==> src/rtl/soc_bus_pkg.sv <==
// -----------------------------------------------------------------------------
// soc_bus_pkg
// Shared definitions for the soc_bus interconnect:
//   - state_t       : bus controller FSM states
//   - RAM_* / BUTTON_* : default memory map (RAM region plus one button register)
//   - cnt_width()   : width of the wait-state counter for a given timeout
// -----------------------------------------------------------------------------
package soc_bus_pkg;

    typedef enum logic [1:0] {
        ST_IDLE   = 2'd0,
        ST_ACCESS = 2'd1,
        ST_RESP   = 2'd2
    } state_t;

    // Default memory map: RAM covers [0, 411700), the button register is the
    // single word at 411700.
    localparam logic [31:0] RAM_BASE     = 32'd0;
    localparam logic [31:0] RAM_LIMIT    = 32'd411700;
    localparam logic [31:0] BUTTON_ADDR  = 32'd411700;
    localparam logic [31:0] BUTTON_LIMIT = BUTTON_ADDR + 32'd1;

    // The counter only has to hold values up to timeout-1.
    function automatic int cnt_width(input int timeout);
        return (timeout <= 2) ? 1 : $clog2(timeout);
    endfunction

endpackage

==> src/rtl/bus_decoder.sv <==
// -----------------------------------------------------------------------------
// bus_decoder
// Combinational address decoder. Compares the address against every slave
// region [SLAVE_BASE[i], SLAVE_LIMIT[i]) at full address width, unsigned.
// Overlapping regions resolve to the lowest slave index.
// Ports:
//   addr : address to decode
//   sel  : one-hot slave select (all zero on a miss)
//   hit  : address falls inside at least one region
// -----------------------------------------------------------------------------
module bus_decoder
    import soc_bus_pkg::*;
#(
    parameter int                    ADDR_WIDTH = 32,
    parameter int                    NUM_SLAVES = 2,
    parameter logic [ADDR_WIDTH-1:0] SLAVE_BASE  [NUM_SLAVES] = '{RAM_BASE, BUTTON_ADDR},
    parameter logic [ADDR_WIDTH-1:0] SLAVE_LIMIT [NUM_SLAVES] = '{RAM_LIMIT, BUTTON_LIMIT}
) (
    input  logic [ADDR_WIDTH-1:0] addr,
    output logic [NUM_SLAVES-1:0] sel,
    output logic                  hit
);

    always_comb begin
        // NOTE: every output gets a default before the loop; a path that left
        // sel or hit unassigned would infer a latch.
        sel = '0;
        hit = 1'b0;
        for (int i = 0; i < NUM_SLAVES; i++) begin
            // Once a lower index has matched, higher indices are masked off.
            if (!hit && (addr >= SLAVE_BASE[i]) && (addr < SLAVE_LIMIT[i])) begin
                sel[i] = 1'b1;
                hit    = 1'b1;
            end
        end
    end

endmodule

==> src/rtl/soc_bus.sv <==
// -----------------------------------------------------------------------------
// soc_bus
// Single-master, multi-slave bus controller. A request in IDLE is decoded;
// a hit registers the transfer and drives it to the selected slave (ACCESS)
// until that slave answers or the wait counter expires; a miss answers the
// master directly with an error. RESP is a one-cycle completion pulse.
// Ports:
//   clock, reset        : single clock, synchronous active-high reset
//   master_req/write/addr/wdata : master request, held until master_ready
//   master_rdata        : read data, valid with master_ready
//   master_ready        : one-cycle completion pulse
//   master_error        : qualifies master_ready (unmapped address / timeout)
//   slave_sel           : one-hot select, non-zero only in ACCESS
//   slave_write/addr/wdata : registered transfer, broadcast to all slaves
//   slave_rdata         : per-slave read data
//   slave_ready         : per-slave completion
// -----------------------------------------------------------------------------
module soc_bus
    import soc_bus_pkg::*;
#(
    parameter int                    ADDR_WIDTH = 32,
    parameter int                    DATA_WIDTH = 32,
    parameter int                    NUM_SLAVES = 2,
    parameter logic [ADDR_WIDTH-1:0] SLAVE_BASE  [NUM_SLAVES] = '{RAM_BASE, BUTTON_ADDR},
    parameter logic [ADDR_WIDTH-1:0] SLAVE_LIMIT [NUM_SLAVES] = '{RAM_LIMIT, BUTTON_LIMIT},
    parameter int                    TIMEOUT    = 16
) (
    input  logic                                  clock,
    input  logic                                  reset,
    input  logic                                  master_req,
    input  logic                                  master_write,
    input  logic [ADDR_WIDTH-1:0]                 master_addr,
    input  logic [DATA_WIDTH-1:0]                 master_wdata,
    output logic [DATA_WIDTH-1:0]                 master_rdata,
    output logic                                  master_ready,
    output logic                                  master_error,
    output logic [NUM_SLAVES-1:0]                 slave_sel,
    output logic                                  slave_write,
    output logic [ADDR_WIDTH-1:0]                 slave_addr,
    output logic [DATA_WIDTH-1:0]                 slave_wdata,
    input  logic [NUM_SLAVES-1:0][DATA_WIDTH-1:0] slave_rdata,
    input  logic [NUM_SLAVES-1:0]                 slave_ready
);

    localparam int               CNT_W    = cnt_width(TIMEOUT);
    localparam logic [CNT_W-1:0] CNT_LAST = CNT_W'(TIMEOUT - 1);

    state_t                state;
    logic [CNT_W-1:0]      cnt;
    logic [NUM_SLAVES-1:0] dec_sel;
    logic                  dec_hit;
    logic                  sel_ready;
    logic [DATA_WIDTH-1:0] sel_rdata;

    bus_decoder #(
        .ADDR_WIDTH  (ADDR_WIDTH),
        .NUM_SLAVES  (NUM_SLAVES),
        .SLAVE_BASE  (SLAVE_BASE),
        .SLAVE_LIMIT (SLAVE_LIMIT)
    ) u_decoder (
        .addr (master_addr),
        .sel  (dec_sel),
        .hit  (dec_hit)
    );

    // The registered select doubles as the response mask: only the selected
    // slave's ready and data are visible, and it is all zero outside ACCESS.
    always_comb begin
        sel_ready = |(slave_sel & slave_ready);
        sel_rdata = '0;
        for (int i = 0; i < NUM_SLAVES; i++) begin
            if (slave_sel[i]) begin
                sel_rdata = sel_rdata | slave_rdata[i];
            end
        end
    end

    // NOTE: state and outputs are registers, so they are assigned with <=
    // only; blocking assignments here would race against readers of the
    // same edge.
    always_ff @(posedge clock) begin
        if (reset) begin
            // NOTE: the datapath copies (slave_addr, slave_wdata, master_rdata)
            // are reset as well, because they are visible outputs that must
            // read zero straight after reset.
            state        <= ST_IDLE;
            cnt          <= '0;
            master_rdata <= '0;
            master_ready <= 1'b0;
            master_error <= 1'b0;
            slave_sel    <= '0;
            slave_write  <= 1'b0;
            slave_addr   <= '0;
            slave_wdata  <= '0;
        end else begin
            case (state)
                ST_IDLE: begin
                    master_ready <= 1'b0;
                    master_error <= 1'b0;
                    master_rdata <= '0;
                    if (master_req) begin
                        if (dec_hit) begin
                            slave_sel   <= dec_sel;
                            slave_write <= master_write;
                            slave_addr  <= master_addr;
                            slave_wdata <= master_wdata;
                            cnt         <= '0;
                            state       <= ST_ACCESS;
                        end else begin
                            // Unmapped: answer the master without touching
                            // any slave.
                            master_ready <= 1'b1;
                            master_error <= 1'b1;
                            state        <= ST_RESP;
                        end
                    end
                end

                ST_ACCESS: begin
                    if (sel_ready) begin
                        // A ready in the last allowed cycle still completes.
                        master_ready <= 1'b1;
                        master_error <= 1'b0;
                        master_rdata <= slave_write ? '0 : sel_rdata;
                        slave_sel    <= '0;
                        slave_write  <= 1'b0;
                        state        <= ST_RESP;
                    end else if (cnt == CNT_LAST) begin
                        master_ready <= 1'b1;
                        master_error <= 1'b1;
                        master_rdata <= '0;
                        slave_sel    <= '0;
                        slave_write  <= 1'b0;
                        state        <= ST_RESP;
                    end else begin
                        cnt <= cnt + 1'b1;
                    end
                end

                ST_RESP: begin
                    // Requests are ignored here; the next one is taken in IDLE.
                    master_ready <= 1'b0;
                    master_error <= 1'b0;
                    master_rdata <= '0;
                    state        <= ST_IDLE;
                end

                default: begin
                    state <= ST_IDLE;
                end
            endcase
        end
    end

endmodule

==> config.mk <==
export PLATFORM = sky130hd
export DESIGN_NAME = soc_bus
export DESIGN_NICKNAME = d
export VERILOG_FILES = /design/src/rtl/soc_bus_pkg.sv /design/src/rtl/bus_decoder.sv /design/src/rtl/soc_bus.sv
export SDC_FILE = /design/constraint.sdc
export NUM_CORES = 1
export LEC_CHECK = 0
export CAP_MARGIN = 20
export CORE_ASPECT_RATIO = 0.75
export CORE_MARGIN = 1.5
export CORE_UTILIZATION = 30
export DETAILED_ROUTE_END_ITERATION = 10
export HOLD_SLACK_MARGIN = 0.05
export PLACE_DENSITY = 0.66
export SYNTH_ARGS = -nofsm -noshare
export SYNTH_HDL_FRONTEND = slang
export SYNTH_HIERARCHICAL = 1
export SYNTH_SLANG_ARGS = --single-unit
export TNS_END_PERCENT = 20
==> constraint.sdc <==
create_clock -name clock -period 2 [get_ports clock]
set_clock_uncertainty 0.1 [all_clocks]
set_input_delay 0.2 -clock clock [delete_from_list [all_inputs] [get_ports clock]]
set_output_delay 0.2 -clock clock [all_outputs]
set_load 0.005 [all_outputs]
==> flow_summary.yaml <==
grt:
  grt_overflow: 0
  grt_max_degree: 55
  grt_pass1_vias: 4714
  antenna_found_initial: 2
  grt_pass1_wl_um: 23450
  grt_use_total_pct: 18.96
cts:
  cts_tree: "done"
  root_buffer: "clkbuf_16"
  cts_max_level: 3
  cts.sinks: 107
  max-clock-path-buffers: 2
  clkTransAtPathRegs_ns: 0.08
  numCtsBuffers: 9
  worstSkewPairLatency_ns: 0.35
sta:
  max_freq_mhz: 504.5
  min_period_ns: 1.982
  slew_viol_final: 0
  fin_crit_sh_pct: 99.10
  slew-limit-headroom_pct: 66.13
  setup_tns_ns: 0
  rsz0062_at_grt: "true"
  setup_violations: 0
  hold_violations: 0
  tightestPinTransition_ns: 0.5081
placement:
  port_buffers: 234
  placedCellCount: 951
  hpwl_um: 10520
  gp_congestion: 0.7708
yosys:
  ys_types: 47
  synth_warnings: 6
  synth_area_per_cell_um2: 8.494
  syn_inst: 530
  ys_seq_area_share_pct: 47.58
  synth_nets: 669
  synth_edf_count: 0
  synth_flop_cell: "dfxtp_1"
  netlist_area_um2: 4502
  synthArstFlopShare_pct: 0
  ys_ff_latch: 107
floorplanning:
  io_pins: 235
  die_h_um: 109.1
  fp.dieArea_um2: 15760
  rows: 38
  fp.dieW_um: 144.5
  initial_core_util_pct: 30.94
  core-area_um2: 14550
detailed_routing:
  routedWlPerCell_um: 15.69
  ant_nets: 0
  drc: 0
  drtIter0Drc: 211
  vias: 4871
  drt-total-wl_um: 15680
  vias_per_cell: 4.876
  first_pass_iters: 6
worst_setup_path:
  critical_path.startpoint_type: "primary input"
  crit_type: "in -> reg"
  crit_fanout: 6
  end_kind: "flop"
  arrival_ns: 2.10
  worstPathRequired_ns: 2.12
layout:
  drive_gt1_share_pct: 17.31
  layout.cells.non_filler: 999
  synthToLayoutAreaGrowth_pct: 81.35
  nFillCells: 1301
  finalNetCount: 931
  utilization_pct: 56.11
power:
  max-vdd-ir-drop_v: 0.0004322
  power_density_nw_per_um2: 537.8
  static-leakage-power_nw: 2.869
hold_path:
  hp-class: "in -> reg"
outcome:
  status: "finished, final reports clean"
run:
  drv_cap: 0
worst paths after layout:
path,startpoint,end,slack [ns],cells past startpoint
max reg2reg,state[1],master_rdata[6],0.11,6
min reg2reg,slave_addr[21],slave_addr[21],0.36,2
max,master_addr[30],slave_wdata[22],0.02,12
min,master_addr[7],slave_addr[7],0.02,3
worst max-delay path, stage by stage:
cell and delay (ns):
clkdlybuf4s50_1 0.43, nor2_1 0.12, nand4_1 0.22, a21oi_2 0.20, buf_4 0.14, buf_6 0.09, buf_6 0.08, nand3_4 0.13
buf_8 0.19, clkbuf_16 0.18, nand2_2 0.08, a21oi_2 0.05
layout by cell type, fill, tap and decap left out, types with 2 or more instances in the layout:
cell	synthesis	layout
a211oi_1	2	2
a21oi_1	70	57
a21oi_2	0	13
a22oi_1	32	32
a31oi_1	2	2
buf_12	0	8
buf_16	0	5
buf_4	3	32
buf_6	4	9
clkbuf_16	0	11
clkbuf_2	0	4
clkdlybuf4s15_1	0	6
clkdlybuf4s50_1	0	204
dfxtp_1	107	107
diode_2	0	2
dlygate4sd2_1	0	7
dlygate4sd3_1	0	5
dlymetal6s2s_1	0	10
ha_1	5	4
inv_1	8	8
inv_8	0	4
mux2i_1	3	3
nand2_1	135	115
nand2_2	0	15
nand2_4	0	5
nand2b_1	2	2
nand3_2	2	2
nand3b_1	32	32
nor2_1	14	13
nor2b_1	3	3
nor3_1	4	3
nor4_2	1	4
o31ai_1	32	31
timing repair:
item                                    in CTS  in global routing
hold buffers                                 0                  5
cloned                                       6                  2
hold endpoints to repair                     0                  6
endpoints found under the setup margin      72                 94
resized for setup                           53                 70
pin swaps                                   12                 26
setup buffers                               15                  2
per-layer routing:
| layer | vias up | track usage [%] | wire length [um] |
|---|---|---|---|
| met1 | 2316 | 22.70 | 6767 |
| met5 | - | 0 | 0 |
| met3 | 21 | 5.490 | 946 |
| li1 | 2394 | - | - |
| met4 | 0 | 5.267 | 258 |
| met2 | 140 | 33.15 | 7707 |
layout make-up:
type,instances,area (um^2),area share [%]
Timing Repair Buffer,295,3100,37.98
Multi-Input combinational cell,371,2333,28.58
Sequential cell,107,2142,26.24
Tap cell,200,250.2,3.065
Clock buffer,9,225.2,2.759
Clock inverter,7,77.57,0.9502
Inverter,8,30.03,0.3678
Antenna cell,2,5.005,0.06130
synthesized netlist by cell type (3+ instances only):
master	number	area, um^2
buf_2	8	40.04
mux2i_1	3	30.03
nor2_1	14	52.55
buf_6	4	45.04
nor3_1	4	20.02
nand2_1	135	506.7
nor4_1	4	25.02
inv_1	8	30.03
o31ai_1	32	240.2
dfxtp_1	107	2142
ha_1	5	62.56
nor2b_1	3	18.77
clkbuf_1	29	108.9
nand3b_1	32	240.2
a22oi_1	32	240.2
buf_4	3	22.52
a21oi_1	70	350.3
metrics by stage:
step	instance area (um^2)	worst slack (ns)	hold WS (ns)	power, W
after detailed placement	7162	-0.6496	0.3482	0.002653
final	8164	0.01796	0.01504	0.004391
after floorplan	4502	0.02572	0.2360	0.002327
after global routing	8164	-0.03760	0.01037	0.004577
after global placement	7162	-0.6215	0.3424	0.002647
after CTS	7884	-0.02961	0.1083	0.004436
logic make-up after synthesis:
family	share of synthesized area, %
flip-flops	47.58
adder cells (fa/ha/maj)	1.390
AND/OR/NAND/NOR	22.10
AO/OA/AOI/OAI	22.79
multiplexers	0.6671
buffers and inverters	5.475
report_power, final:
group | switching, W | internal [W] | total [W]
clock network | 0.000875 | 0.000894 | 0.00177
logic | 0.000183 | 0.000301 | 0.000484
registers | 0.00000503 | 0.00213 | 0.00214
total | 0.00106 | 0.00333 | 0.00439
sequential cells by signal, summed over array words and instances (netlist names):
name / count
slave_addr: 32
master_error: 1
slave_write: 1
slave_sel: 2
master_rdata: 32
cnt: 4
slave_wdata: 32
master_ready: 1
state: 2
No activity file was read; power rests on OpenSTA's default activity.
